$ cat src/rtl/sample_packetizer_if.sv
// Sample-in / UART-word-out bundle of the sample packetizer.
// The master view belongs to the packetizer; the slave view belongs to its environment.
interface sample_packetizer_if #(
   parameter int DEPTH = 16
) ();
   localparam int CW = $clog2(DEPTH) + 1;

   logic          sample_valid;
   logic [15:0]   sample_data;
   logic          tx_busy;
   logic          tx_start;
   logic [15:0]   tx_data;
   logic [CW-1:0] fifo_count;
   logic          overflow;
   logic [7:0]    drop_count;
   logic          frame_active;

   modport master (
      input  sample_valid, sample_data, tx_busy,
      output tx_start, tx_data, fifo_count, overflow, drop_count, frame_active
   );

   modport slave (
      output sample_valid, sample_data, tx_busy,
      input  tx_start, tx_data, fifo_count, overflow, drop_count, frame_active
   );
endinterface

$ cat src/rtl/sample_packetizer.sv
// Buffers ADC samples in a FIFO and frames them as header, FRAME_LEN samples and a
// 16-bit checksum, one word per tx_start/tx_busy handshake with the UART.
module sample_packetizer #(
   parameter int          DEPTH     = 16,
   parameter int          FRAME_LEN = 8,
   parameter logic [15:0] HEADER    = 16'hA55A
) (
   input  logic                 clk,
   input  logic                 rst,
   sample_packetizer_if.master  bus
);
   localparam int AW = $clog2(DEPTH);
   localparam int CW = AW + 1;
   localparam int IW = $clog2(FRAME_LEN + 1);

   typedef enum logic [1:0] {IDLE, SEND, ACK, DONE} state_t;
   typedef enum logic [1:0] {W_HDR, W_SMP, W_SUM} word_t;

   logic [15:0]   mem_r [DEPTH];
   logic [AW-1:0] wr_ptr_r;
   logic [AW-1:0] rd_ptr_r;
   logic [CW-1:0] count_r;
   logic          overflow_r;
   logic [7:0]    drop_r;

   state_t        state_r;
   word_t         kind_r;
   logic [IW-1:0] idx_r;
   logic [15:0]   sum_r;
   logic          tx_start_r;
   logic [15:0]   tx_data_r;
   logic          frame_active_r;

   logic          push_s;
   logic          pop_s;
   logic [15:0]   head_s;

   // Push/pop qualification; a same-cycle pop never frees room for the push
   always_comb begin
      push_s = 1'b0;
      pop_s  = 1'b0;
      head_s = mem_r[rd_ptr_r];
      if (bus.sample_valid && (count_r < CW'(DEPTH))) begin
         push_s = 1'b1;
      end else begin
         push_s = 1'b0;
      end
      if ((state_r == DONE) && !bus.tx_busy &&
          ((kind_r == W_HDR) || ((kind_r == W_SMP) && (idx_r < IW'(FRAME_LEN))))) begin
         pop_s = 1'b1;
      end else begin
         pop_s = 1'b0;
      end
   end

   // Sample storage
   always_ff @(posedge clk) begin
      if (push_s) begin
         mem_r[wr_ptr_r] <= bus.sample_data;
      end
   end

   // FIFO pointers, occupancy and drop accounting
   always_ff @(posedge clk) begin
      if (rst) begin
         wr_ptr_r   <= '0;
         rd_ptr_r   <= '0;
         count_r    <= '0;
         overflow_r <= 1'b0;
         drop_r     <= 8'd0;
      end else begin
         if (push_s) begin
            wr_ptr_r <= wr_ptr_r + AW'(1);
         end
         if (pop_s) begin
            rd_ptr_r <= rd_ptr_r + AW'(1);
         end
         case ({push_s, pop_s})
            2'b10:   count_r <= count_r + CW'(1);
            2'b01:   count_r <= count_r - CW'(1);
            default: count_r <= count_r;
         endcase
         if (bus.sample_valid && !push_s) begin
            overflow_r <= 1'b1;
            if (drop_r != 8'hFF) begin
               drop_r <= drop_r + 8'd1;
            end
         end
      end
   end

   // Framing FSM; tx_start is only ever raised on the transition into SEND
   always_ff @(posedge clk) begin
      if (rst) begin
         state_r        <= IDLE;
         kind_r         <= W_HDR;
         idx_r          <= '0;
         sum_r          <= 16'h0000;
         tx_start_r     <= 1'b0;
         tx_data_r      <= 16'h0000;
         frame_active_r <= 1'b0;
      end else begin
         tx_start_r <= 1'b0;
         case (state_r)
            IDLE: begin
               if ((count_r >= CW'(FRAME_LEN)) && !bus.tx_busy) begin
                  tx_data_r      <= HEADER;
                  sum_r          <= 16'h0000;
                  idx_r          <= '0;
                  kind_r         <= W_HDR;
                  frame_active_r <= 1'b1;
                  tx_start_r     <= 1'b1;
                  state_r        <= SEND;
               end
            end
            SEND: begin
               state_r <= ACK;
            end
            ACK: begin
               if (bus.tx_busy) begin
                  state_r <= DONE;
               end
            end
            DONE: begin
               if (!bus.tx_busy) begin
                  if (pop_s) begin
                     tx_data_r  <= head_s;
                     sum_r      <= sum_r + head_s;
                     idx_r      <= idx_r + IW'(1);
                     kind_r     <= W_SMP;
                     tx_start_r <= 1'b1;
                     state_r    <= SEND;
                  end else if (kind_r == W_SMP) begin
                     tx_data_r  <= sum_r;
                     kind_r     <= W_SUM;
                     tx_start_r <= 1'b1;
                     state_r    <= SEND;
                  end else begin
                     frame_active_r <= 1'b0;
                     state_r        <= IDLE;
                  end
               end
            end
            default: begin
               state_r <= IDLE;
            end
         endcase
      end
   end

   assign bus.tx_start     = tx_start_r;
   assign bus.tx_data      = tx_data_r;
   assign bus.fifo_count   = count_r;
   assign bus.overflow     = overflow_r;
   assign bus.drop_count   = drop_r;
   assign bus.frame_active = frame_active_r;
endmodule

$ cat src/flat_wrapper.sv
// flat-port wrapper written by rule: the top's interface ports become plain ports
module sample_packetizer_flat 
#(
   parameter int          DEPTH     = 16,
   parameter int          FRAME_LEN = 8,
   parameter logic [15:0] HEADER    = 16'hA55A
)
  (clk, rst, bus_sample_valid, bus_sample_data, bus_tx_busy, bus_tx_start, bus_tx_data, bus_fifo_count, bus_overflow, bus_drop_count, bus_frame_active);
  sample_packetizer_if #(.DEPTH(DEPTH)) bus_i ();
  input  logic clk;
  input  logic rst;
  input wire logic [$bits(bus_i.sample_valid)-1:0] bus_sample_valid;
  input wire logic [$bits(bus_i.sample_data)-1:0] bus_sample_data;
  input wire logic [$bits(bus_i.tx_busy)-1:0] bus_tx_busy;
  output wire logic [$bits(bus_i.tx_start)-1:0] bus_tx_start;
  output wire logic [$bits(bus_i.tx_data)-1:0] bus_tx_data;
  output wire logic [$bits(bus_i.fifo_count)-1:0] bus_fifo_count;
  output wire logic [$bits(bus_i.overflow)-1:0] bus_overflow;
  output wire logic [$bits(bus_i.drop_count)-1:0] bus_drop_count;
  output wire logic [$bits(bus_i.frame_active)-1:0] bus_frame_active;
  assign bus_i.sample_valid = bus_sample_valid;
  assign bus_i.sample_data = bus_sample_data;
  assign bus_i.tx_busy = bus_tx_busy;
  assign bus_tx_start = bus_i.tx_start;
  assign bus_tx_data = bus_i.tx_data;
  assign bus_fifo_count = bus_i.fifo_count;
  assign bus_overflow = bus_i.overflow;
  assign bus_drop_count = bus_i.drop_count;
  assign bus_frame_active = bus_i.frame_active;
  sample_packetizer #(.DEPTH(DEPTH), .FRAME_LEN(FRAME_LEN), .HEADER(HEADER)) u_core (.clk(clk), .rst(rst), .bus(bus_i));
endmodule
$ cat config.mk
export PLATFORM = sky130hd
export DESIGN_NAME = sample_packetizer_flat
export DESIGN_NICKNAME = d
export VERILOG_FILES = /design/src/rtl/sample_packetizer_if.sv /design/src/rtl/sample_packetizer.sv /design/src/flat_wrapper.sv
export SDC_FILE = /design/constraint.sdc
export NUM_CORES = 1
export LEC_CHECK = 0
export ABC_AREA = 0
export BUFFER_PORTS_ARGS = -buffer_cell sky130_fd_sc_hd__buf_4
export CAP_MARGIN = 20
export CORE_MARGIN = 4
export CORE_UTILIZATION = 45
export CTS_BUF_LIST = sky130_fd_sc_hd__clkbuf_4 sky130_fd_sc_hd__clkbuf_8 sky130_fd_sc_hd__clkbuf_16
export DETAILED_ROUTE_END_ITERATION = 6
export PLACE_DENSITY = 0.74
export SYNTH_ARGS = -nofsm -noshare
export SYNTH_HDL_FRONTEND = slang
export SYNTH_SLANG_ARGS = --single-unit
$ cat constraint.sdc
create_clock -name clk -period 3.45 [get_ports clk]
set_clock_uncertainty 0.05 [all_clocks]
set_input_delay 0.345 -clock clk [delete_from_list [all_inputs] [get_ports clk]]
set_output_delay 0.345 -clock clk [all_outputs]
set_load 0.05 [all_outputs]
== Word level (Yosys, flattened, before mapping) ==
Memories as Yosys holds them, arrays and structs flattened. A register that Yosys moved wholly into a read port is not among the register bits.
Cells that the tools add are included.

* Register bits after elaboration: 64
* Memory bits (read-only): 0
* Memories kept: 1
* Input bits: 20
* RAM bits: 256
* Logic and storage cells: 96
* Output and inout bits: 32
* Latch bits: 0

{| class="wikitable"
|+ Memories
! name !! words !! width !! rd ports !! clocked after memory_dff !! write ports !! RTL line !! text
|-
| u_core.mem_r || 16 || 16 || 1 || 1 || 1 || sample_packetizer.sv:19 || <nowiki>logic [15:0] mem_r [DEPTH];</nowiki>
|}

* Magnitude comparators: 3
* Divide/modulo/power cells: 0
* Equal/unequal tests: 14
* Multiplexer cells: 41
* Multipliers: 0
* Add/subtract/negate cells: 7
* Shifts and indexed selects: 0
* Bitwise operators: 0
* Reduce and logical (&&, ||, !) cells: 18

{| class="wikitable"
|+ Operator list
! operator !! count
|-
| 2-to-1 mux 16 bit || 7
|-
| case mux 16 bit (2 select lines) || 2
|-
| 2-to-1 mux 4 bit || 5
|-
| adder 16 bit || 1
|-
| 2-to-1 mux 2 bit || 8
|-
| 2-to-1 mux 1 bit || 13
|-
| adder 4 x 1 -> 4 bit (second input constant) || 3
|-
| case mux 5 bit (2 select lines) || 1
|-
| adder 8 x 1 -> 8 bit (second input constant) || 1
|-
| != test 2 bit (second input constant) || 4
|-
| != test 8 bit (second input constant) || 1
|-
| case mux 2 bit (4 select lines) || 1
|-
| case mux 4 bit (2 select lines) || 1
|-
| AND reduction 4 bit || 2
|-
| == test 2 x 1 -> 1 bit (second input constant) || 3
|-
| == test 2 bit (second input constant) || 3
|-
| logical AND 1 bit || 6
|-
| adder 5 x 1 -> 5 bit (second input constant) || 1
|-
| >= comparator 5 x 4 -> 1 bit (second input constant) || 1
|-
| < comparator 5 bit (second input constant) || 1
|-
| AND reduction 5 bit || 1
|-
| subtractor 5 x 1 -> 5 bit (second input constant) || 1
|-
| logical NOT 2 bit || 2
|-
| < comparator 4 bit (second input constant) || 1
|-
| other kinds (9) || 13
|}

== Depth between registers and ports, before layout ==
Gate-level depths: netlist of run 1.

* Word-level depth: 8
* Depth in mapped cells: 15
* Gate-level depth less buffers: 13

== Worst setup path before layout of run 1 ==
Ideal clock, no wire load.

* Path type: register to register
* Start point: register with a tool-made name
* End point: register u_core.sum_r[14]
* Cell stages (with the launch flop): 16
* Arrival time: 3512 ps
* Required time: 3283 ps
* Setup time: 117 ps
* Period minus slack after synthesis: 3678 ps
* Path slack: -228 ps
* Buffers on the path: 3
* Cell sequence: dfxtp_1 buf_6 buf_6 buf_2 mux4_2 mux2i_1 a21oi_1 ha_1 fa_1 a211oi_1 nor3b_1 o21ai_1 nand2_1 a311oi_1 xnor2_1 a22o_1

{| class="wikitable"
|+ RTL lines
! item !! RTL line !! text
|-
| end signal, assigned || sample_packetizer.sv:128 || <nowiki>sum_r <= sum_r + head_s;</nowiki>
|-
| end, declared || sample_packetizer.sv:29 || <nowiki>logic [15:0] sum_r;</nowiki>
|}

==> results.json, run 1 <==
{
  "placed_area_um2": 14400,
  "antenna_left": 0,
  "die_h_um": 179,
  "finalCritPeriodShare": 1.01,
  "violations": "setup timing",
  "antenna_found_initial": 0,
  "status": "finished, violations left",
  "p_leak_uw": 0.00534,
  "crit_slowest_cell": "mux4_2",
  "start_util": 0.457,
  "clk_latency_ns": 0.56,
  "gp_congestion": 0.843,
  "dr_wl_met3_mm": 2.18,
  "hpwl_mm": 17.7,
  "track_usage": 0.181,
  "worst_pin_slew_ns": 0.809,
  "hold_viol_final": 0,
  "ys.flop_type": "edfxtp_1",
  "core_um2": 28800,
  "synth_area_um2": 13100,
  "clock_path_buffers": 3,
  "finalMaxSlewViolations": 0,
  "cp_cell_sequence": "buf_6 -> clkbuf_16 -> buf_12 -> mux4_2 -> mux4_2 -> ha_1 -> buf_4 -> nand4_1 -> a21oi_2 -> a311oi_4 -> o311a_1 -> or2_1 -> o211ai_1",
  "cts_made_buffers": 31,
  "htreeDepth": 1,
  "die_area_um2": 32000,
  "rows": 62,
  "layout-drive-gt1-share": 0.323,
  "grt_pass1_vias": 7308,
  "arrival_ns": 3.92,
  "synth_top_area_frac": 0.585,
  "power_density_nw_per_um2": 511,
  "cp_common_cell": "mux4_2",
  "yosys_warnings": 0,
  "cp-end-kind": "flop",
  "synthArstFlopShare": 0,
  "finalSetupTns_ns": -0.0284,
  "synth_cells": 774,
  "wl_mm": 29.1,
  "clk_pin_slew_ns": 0.07,
  "final_area_um2": 15800,
  "cts_tree": "yes",
  "areaGrowthSynthToFinish_pct": 20.4,
  "portBuffers": 51,
  "met1_length_mm": 12.0,
  "max_freq_mhz": 287,
  "synthTopCellsByArea": "edfxtp_1, mux4_2, dfxtp_1",
  "slew_headroom": 0.460,
  "via_per_inst": 5.71,
  "fillers": 2149,
  "ys_seq_elements": 324,
  "setup_viol": 1,
  "top_layer": "met4",
  "drc_errors": 0,
  "cap_violations": 0,
  "grt_pass1_wl_mm": 43.8,
  "grt.overflow.total": 0,
  "critPathMaxFanout": 5,
  "vias": 7435,
  "syn_nets": 826,
  "worst_path_largest_cell_delay_ns": 0.51,
  "pin_count": 52,
  "fin_ws_ns": -0.0284,
  "rsz0062_at_grt": "true",
  "synth_top_area_cell": "edfxtp_1",
  "nets": 948,
  "dr.pass1.iters": 5,
  "vdd_ir_drop_max_mv": 0.390,
  "grt_max_degree": 47,
  "crit_required_ns": 3.89,
  "diodes": 0,
  "cts_root_buf": "clkbuf_16",
  "ys_types": 49,
  "startpoint_type": "flop",
  "fin_crit_ns": 3.48,
  "path_class": "flop to flop",
  "met2_length_mm": 14.2,
  "wl_per_cell_um": 22.4,
  "p_total_uw": 8090,
  "first_iter_violations": 717,
  "cts_sinks": 324,
  "avgSynthCellArea_um2": 17.0,
  "min_path_type": "input port to flop",
  "yosysSeqAreaShare": 0.689,
  "synth_edf_count": 256,
  "die_w_um": 179
}
## power by group
part / internal [µW] / total [µW] / switching, µW
combinational: 171 / 469 / 298
sequential: 4270 / 4300 / 28.7
clock: 1930 / 3320 / 1390
total: 6370 / 8090 / 1720
## cell usage after synthesis, types with 4 or more instances
cell / n
nor3_1: 17
o21ai_0: 6
o21ai_1: 8
nor2b_1: 7
a21o_1: 9
xor2_1: 15
nand3_1: 6
a211oi_1: 7
a22o_1: 15
dfxtp_1: 68
nand2_1: 29
ha_1: 30
buf_2: 11
clkbuf_1: 19
xnor2_1: 15
mux4_2: 75
nand4_1: 7
a21oi_1: 37
edfxtp_1: 256
inv_1: 10
or3_1: 4
o22ai_1: 8
mux2i_1: 13
nor2_1: 63
## state kept, by name, summed over array words and instances, names as in the netlist, 2 cells and up, named ones only
name and cells:
u_core.bus.drop_count 8, u_core.bus.fifo_count 5, u_core.bus.tx_data 16, u_core.idx_r 4, u_core.kind_r 2, u_core.mem_r 256, u_core.rd_ptr_r 4, u_core.state_r 2
u_core.sum_r 16, u_core.wr_ptr_r 4
## cells in the final DEF (no fill, tap or decap), drive strengths merged, types with 4 or more instances in the layout
| master | n |
|---|---|
| nand4 | 7 |
| o22ai | 8 |
| xor2 | 15 |
| xnor2 | 15 |
| nor2 | 64 |
| a22o | 15 |
| ha | 30 |
| a211oi | 7 |
| nand3 | 6 |
| nor2b | 7 |
| mux4 | 75 |
| o21ai | 14 |
| clkbuf | 40 |
| dfxtp | 68 |
| clkinv | 9 |
| clkinvlp | 4 |
| a21o | 9 |
| buf | 121 |
| inv | 13 |
| edfxtp | 256 |
| or3 | 4 |
| mux2i | 13 |
| nor3 | 17 |
| a21oi | 37 |
| nand2 | 29 |
## routing by layer
| layer | track usage | up-vias |
|---|---|---|
| li1 | - | 3320 |
| met1 | 0.252 | 3764 |
| met2 | 0.294 | 301 |
| met3 | 0.0348 | 50 |
| met4 | 0.0505 | 0 |
| met5 | 0 | - |
## repair_timing
action | in CTS | in global routing
cloned | 1 | 2
pin swaps | 2 | 15
setup endpoints to repair | 4 | 7
hold endpoints to repair | 1 | 0
hold buffers | 1 | 0
resized for setup | 14 | 27
setup buffers | 0 | 9
## critical path: cells and delay by family, from the launching register on
family	cells	cell delay, ns
flops	1	0.36
fa+ha+maj	1	0.34
compound gates	4	0.75
buf+inv	4	0.56
mux	2	1.01
simple gates	2	0.36
## kinds of logic (layout without fill, tap and decap cells)
kind of cell / count (synthesis) / count (layout) / share of synthesized area
compound gates: 109 / 109 / 0.0551
xor+xnor: 30 / 30 / 0.0200
fa+ha+maj: 32 / 32 / 0.0316
buf+inv: 46 / 191 / 0.0159
flops: 324 / 324 / 0.689
mux: 89 / 89 / 0.139
simple gates: 144 / 144 / 0.0494
## metrics by stage
stage	instances	setup WS [ns]	utilization	hold WS, ns
finish	1303	-0.0284	0.550	0.0342
global route	1303	-0.151	0.550	0.0243
floorplan	774	-0.0411	-	0.394
CTS	1293	-0.00369	0.540	0.0111
global placement	1235	-0.0544	0.501	0.389
detailed placement	1235	-0.0962	0.501	0.403
## path summary, 6_finish.rpt
kind	endpoint	slack, ns	startpoint	cells past startpoint
worst max register to register	u_core.sum_r[15]$_SDFFE_PP0P_	-0.03	flop	13
worst max-delay path	u_core.sum_r[15]$_SDFFE_PP0P_	-0.03	flop	13
worst min-delay path	u_core.mem_r[7][4]$_DFFE_PP_	0.03	bus_sample_data[4]	1
worst min register to register	u_core.bus.tx_data[9]$_SDFFE_PP0P_	0.40	u_core.bus.tx_data[9]$_SDFFE_PP0P_	2
## final cells by class
type                    count  area [µm²]  area share
inverters                  11        41.3     0.00261
clock inverters            18         176      0.0112
clock buffers              38         828      0.0524
repair buffers            124        1100      0.0695
multi-input cells         404        4140       0.262
flip-flops and latches    324        9050       0.572
well taps                 384         480      0.0304
No activity file was read; power rests on OpenSTA's default activity.
==> run 2, diff against run 1 <==
SETUP_SLACK_MARGIN = 0.4   (was unset)
==> run 2 against run 1 <==
Via count barely moved. Setup slack got worse by 0.017 ns. Core utilization rose by 0.64 points. Highest routed layer is now met5. The run still ends with setup timing left. Global-route usage rose by 0.55 points. Critical path depth did not move. Clock power rose by 14%. Hold slack improved by 0.00081 ns. Cell count rose by 0.23%.
==> results.json, run 2 (synthesis results as in run 1) <==
{
  "die_h_um": 179,
  "multiInputGateArea_um2": 4140,
  "cts_root_buf": "clkbuf_16",
  "whs_path_depth": 3,
  "worst_hold_slack_ns": 0.0350,
  "cap_violations": 0,
  "layout-drive-gt1-share": 0.332,
  "grt.overflow.total": 0,
  "max_freq_mhz": 286,
  "drc_errors": 0,
  "fin_cells": 1306,
  "vdd_ir_drop_max_mv": 0.285,
  "nets": 949,
  "htreeDepth": 2,
  "largest-register": "u_core.mem_r",
  "cp_cell_sequence": "buf_6 -> buf_12 -> buf_16 -> mux4_2 -> mux4_2 -> fa_2 -> a211oi_4 -> nor3b_2 -> o21ai_2 -> nand2_1 -> a21oi_1 -> xnor2_1 -> a22o_1",
  "path_class": "flop to flop",
  "r2r-end": "u_core.sum_r[10]$_SDFFE_PP0P_",
  "grt_pass1_wl_mm": 44.7,
  "wl_mm": 29.7,
  "status": "finished, violations left",
  "cts_sinks": 324,
  "p_leak_uw": 0.00541,
  "crit_required_ns": 3.80,
  "arrival_ns": 3.85,
  "hold_viol_final": 0,
  "largest_register_ffs": 256,
  "min_path_type": "input port to flop",
  "layout.core_utilization": 0.556,
  "hold_end": "u_core.bus.overflow$_SDFFE_PP0P_",
  "finalMaxSlewViolations": 0,
  "cts_made_buffers": 35,
  "rows": 62,
  "cp_common_cell": "mux4_2",
  "gp_congestion": 0.808,
  "track_usage": 0.186,
  "place_inst": 1221,
  "placed_area_um2": 14400,
  "clock_path_buffers": 3,
  "antenna_found_initial": 2,
  "wl_per_cell_um": 22.7,
  "critPathMaxFanout": 6,
  "slew_headroom": 0.519,
  "cp-end-kind": "flop",
  "first_iter_violations": 657,
  "fillers": 2118,
  "cts_hold_buf": 0,
  "start_util": 0.457,
  "fin_crit_ns": 3.50,
  "final-seq-area_um2": 9050,
  "hpwl_mm": 16.7,
  "grt_pass1_vias": 7438,
  "via_per_inst": 5.69,
  "violations": "setup timing",
  "die_w_um": 179,
  "fin_ws_ns": -0.0456,
  "dr.pass1.iters": 5,
  "worst_pin_slew_ns": 0.720,
  "vias": 7431,
  "worst_path_largest_cell_delay_ns": 0.57,
  "antenna_left": 0,
  "die_area_um2": 32000,
  "final_area_um2": 16000,
  "rsz0062_at_grt": "true",
  "r2r_slack_ns": -0.05,
  "setup_viol": 4,
  "areaGrowthSynthToFinish_pct": 21.8,
  "finalCritPeriodShare": 1.01,
  "clk_pin_slew_ns": 0.06,
  "portBuffers": 51,
  "grt_max_degree": 47,
  "pin_count": 52,
  "crit_slowest_cell": "mux4_2",
  "cts_tree": "yes",
  "hold_start": "bus_sample_valid",
  "clk_latency_ns": 0.52,
  "startpoint_type": "flop",
  "power_density_nw_per_um2": 535,
  "final_common_cell": "edfxtp_1",
  "reg2reg_depth": 13,
  "layout_common_cells": "edfxtp_1, buf_4, mux4_2, dfxtp_1, nor2_1",
  "core_um2": 28800
}
## run 2: cell types whose count changed in the layout (fill, tap and decap cells not counted), sizes merged
cell / previous run / this run
dlygate4sd3: 1 / 0
diode: 0 / 1
buf: 121 / 120
clkbuf: 40 / 46
clkinv: 9 / 6
bufinv: 3 / 4
## run 2: timing repair
item | CTS | global route
endpoints found under the hold margin | 0 | 0
pin swaps | 15 | 9
cloned | 4 | 1
buffers inserted | 15 | 3
setup endpoints to repair | 11 | 13
gates resized for setup | 21 | 11
## run 2: cell type report
cell class / instances / share of cell area
clock buffers: 45 / 0.0605
inverters: 11 / 0.00258
well taps: 384 / 0.0300
repair buffers: 121 / 0.0690
multi-input cells: 404 / 0.259
diodes: 1 / 0.000156
clock inverters: 16 / 0.0129
flip-flops and latches: 324 / 0.566
## run 2: per-layer routing
metal / share of wire / vias up / global-route usage
met5: 0.00024 / - / 0
met4: 0.022 / 2 / 0.0537
met2: 0.50 / 303 / 0.311
met3: 0.072 / 57 / 0.0405
li1: - / 3316 / -
met1: 0.40 / 3753 / 0.249
## run 2: worst max path at each step
stage | to | slack, ns | depth (start not counted)
detailed placement | u_core.sum_r[12]$_SDFFE_PP0P_ | -0.04 | 11
global route | u_core.sum_r[14]$_SDFFE_PP0P_ | -0.16 | 13
finish | u_core.sum_r[10]$_SDFFE_PP0P_ | -0.05 | 13
global placement | u_core.sum_r[12]$_SDFFE_PP0P_ | 0.003 | 11
CTS | u_core.sum_r[14]$_SDFFE_PP0P_ | 0.02 | 13
floorplan | u_core.sum_r[14]$_SDFFE_PP0P_ | 0.11 | 15
## run 2: report_power, final
group          switching (µW)  internal [µW]  leakage (µW)
sequential               31.7           4270       0.00286
combinational             300            168       0.00197
clock                    1490           2300      0.000575
## run 2: stage by stage
step	setup slack [ns]	setup TNS, ns	power [µW]
2_1_floorplan	0.113	0	4650
3_3_place_gp	0.00332	0	4810
3_5_place_dp	-0.0414	-0.102	4830
4_1_cts	0.0223	0	8600
5_1_grt	-0.155	-0.762	8850
6_report	-0.0456	-0.0889	8560
## run 2: worst max-delay path, delay by kind of cell (launching register included)
kind | cells | cell delay (ns)
muxes | 2 | 1.05
buffers and inverters | 3 | 0.32
AOI/OAI and AO/OA | 4 | 0.83
xor gates and xnor gates | 1 | 0.10
adders and majority gates | 1 | 0.43
and+or+nand+nor | 2 | 0.20
DFF | 1 | 0.40
==> run 3, diff against run 2 <==
CORE_ASPECT_RATIO = 1.5   (was unset)
RECOVER_POWER = 50   (was unset)
TNS_END_PERCENT = 1   (was unset)
==> run 3 against run 2 <==
The flow still finishes with violations (setup timing). Clock-buffer cell count is 15 lower. Global-route usage shrank 1.2 points. Core utilization is 1.7 points lower.
==> results.json, run 3 (synthesis results as in run 1) <==
{
  "grt_max_degree": 47,
  "grt_pass1_wl_mm": 43.1,
  "path_class": "flop to flop",
  "finalCritPeriodShare": 1.01,
  "crit_required_ns": 3.84,
  "track_usage": 0.174,
  "setup_viol": 2,
  "final_common_cell": "edfxtp_1",
  "start_util": 0.456,
  "rows": 76,
  "p_leak_uw": 0.00510,
  "gp_congestion": 0.877,
  "violations": "setup timing",
  "r2r-end": "u_core.sum_r[14]$_SDFFE_PP0P_",
  "status": "finished, violations left",
  "grt_pass1_vias": 7399,
  "antenna_left": 0,
  "min_path_type": "input port to flop",
  "via_per_inst": 5.54,
  "die_w_um": 148,
  "finalSetupTns_ns": -0.0593,
  "clk_pin_slew_ns": 0.07,
  "nets": 939,
  "slew_headroom": 0.516,
  "drc_errors": 0,
  "htreeDepth": 1,
  "cp-end-kind": "flop",
  "power.internal_uw": 6440,
  "rsz0062_at_grt": "true",
  "vdd_ir_drop_max_mv": 0.307,
  "die_area_um2": 32100,
  "vias": 7202,
  "portBuffers": 51,
  "finalMaxSlewViolations": 0,
  "grt.overflow.total": 0,
  "max_freq_mhz": 287,
  "hold_viol_final": 0,
  "swShare": 0.215,
  "largest-register": "u_core.mem_r",
  "layout-drive-gt1-share": 0.257,
  "cap_violations": 0,
  "fin_ws_ns": -0.0305,
  "fin_crit_ns": 3.48,
  "largest_register_ffs": 256,
  "pwr-share-seq": 0.524,
  "areaGrowthSynthToFinish_pct": 18.2,
  "p_comb_frac": 0.054,
  "power_density_nw_per_um2": 528,
  "startpoint_type": "flop",
  "reg2reg_depth": 14,
  "clkPwrFrac": 0.422,
  "first_iter_violations": 579,
  "pin_count": 52,
  "wl_mm": 27.8,
  "cts_root_buf": "clkbuf_16",
  "fin_cells": 1300,
  "die_h_um": 217,
  "crit_path_end": "u_core.sum_r[14]$_SDFFE_PP0P_",
  "clock_path_buffers": 3,
  "antenna_found_initial": 0,
  "clk_latency_ns": 0.57,
  "dr.pass1.iters": 5,
  "r2r_slack_ns": -0.03,
  "cts_made_buffers": 29,
  "arrival_ns": 3.87,
  "cts_sinks": 324,
  "hpwl_mm": 17.9,
  "critPathMaxFanout": 7,
  "cts_tree": "yes",
  "worst_pin_slew_ns": 0.726,
  "wl_per_cell_um": 21.4,
  "diodes": 0,
  "place_inst": 1234,
  "p_sw_uw": 1760,
  "layout_common_cells": "edfxtp_1, mux4_2, dfxtp_1, buf_4, nor2_1",
  "core_um2": 28800
}
run 3: routing by layer:
| layer | routed length, µm | up-vias | part of all wire | GRT usage |
|---|---|---|---|---|
| li1 | - | 3284 | - | - |
| met4 | 682 | 0 | 0.025 | 0.0550 |
| met2 | 15200 | 215 | 0.55 | 0.322 |
| met3 | 1410 | 47 | 0.051 | 0.0240 |
| met1 | 10500 | 3656 | 0.38 | 0.210 |
| met5 | 0 | - | 0 | 0 |
run 3: how the worst min path moves through the flow:
stage / from / endpoint / cells after the start
global route: rst / u_core.rd_ptr_r[0]$_SDFFE_PP0N_ / 2
global placement: u_core.bus.tx_data[14]$_SDFFE_PP0P_ / u_core.bus.tx_data[14]$_SDFFE_PP0P_ / 2
floorplan: bus_sample_data[0] / u_core.mem_r[0][0]$_DFFE_PP_ / 0
finish: rst / u_core.idx_r[0]$_SDFFE_PP0P_ / 2
CTS: bus_sample_data[4] / u_core.mem_r[0][4]$_DFFE_PP_ / 1
detailed placement: u_core.bus.tx_data[11]$_SDFFE_PP0P_ / u_core.bus.tx_data[11]$_SDFFE_PP0P_ / 2
run 3: metrics by stage:
step           utilization  total power, µW  cell area, µm²  hold slack, ns  worst slack [ns]
6_report             0.539             8200           15500           0.190           -0.0305
2_1_floorplan            -             4650           13200           0.394             0.113
3_3_place_gp         0.499             4810           14400           0.388           -0.0171
5_1_grt              0.539             8500           15500           0.191            -0.177
4_1_cts              0.540             8280           15600        0.000214            0.0310
3_5_place_dp         0.499             4830           14400           0.393           -0.0566
run 3: critical path, cell delays in order (launching register included):
cell      delay, ns
dfxtp_4        0.40
buf_12         0.14
buf_8          0.11
mux4_2         0.49
mux2i_1        0.25
a21oi_2        0.11
ha_2           0.23
fa_2           0.39
a211oi_4       0.25
nor3b_2        0.09
o21ai_2        0.20
nand2_1        0.10
a311oi_2       0.26
xnor2_1        0.09
a22o_1         0.18
run 3: timing repair:
action                                 4_1_cts  5_1_grt
endpoints found under the hold margin       19        0
setup endpoints to repair                   10       12
hold buffers                                 4        0
setup buffers                                4        4
gates resized for setup                     13       19
pin swaps                                    7       13
run 3: area by class of cell:
cell class | instances | area (µm²)
Timing Repair Buffer | 117 | 796
Inverter | 11 | 41.3
Sequential cell | 324 | 9050
Multi-Input combinational cell | 404 | 4110
Clock inverter | 24 | 308
Fill cell | 2227 | 13300
Clock buffer | 30 | 733
Tap cell | 390 | 488
run 3: power groups by stage:
stage               sequential (µW)  combinational [µW]  clock [µW]
floorplan                      4440                 206           0
global placement               4380                 436           0
detailed placement             4380                 446           0
CTS                            4300                 459        3520
global route                   4300                 488        3720
finish                         4300                 446        3460
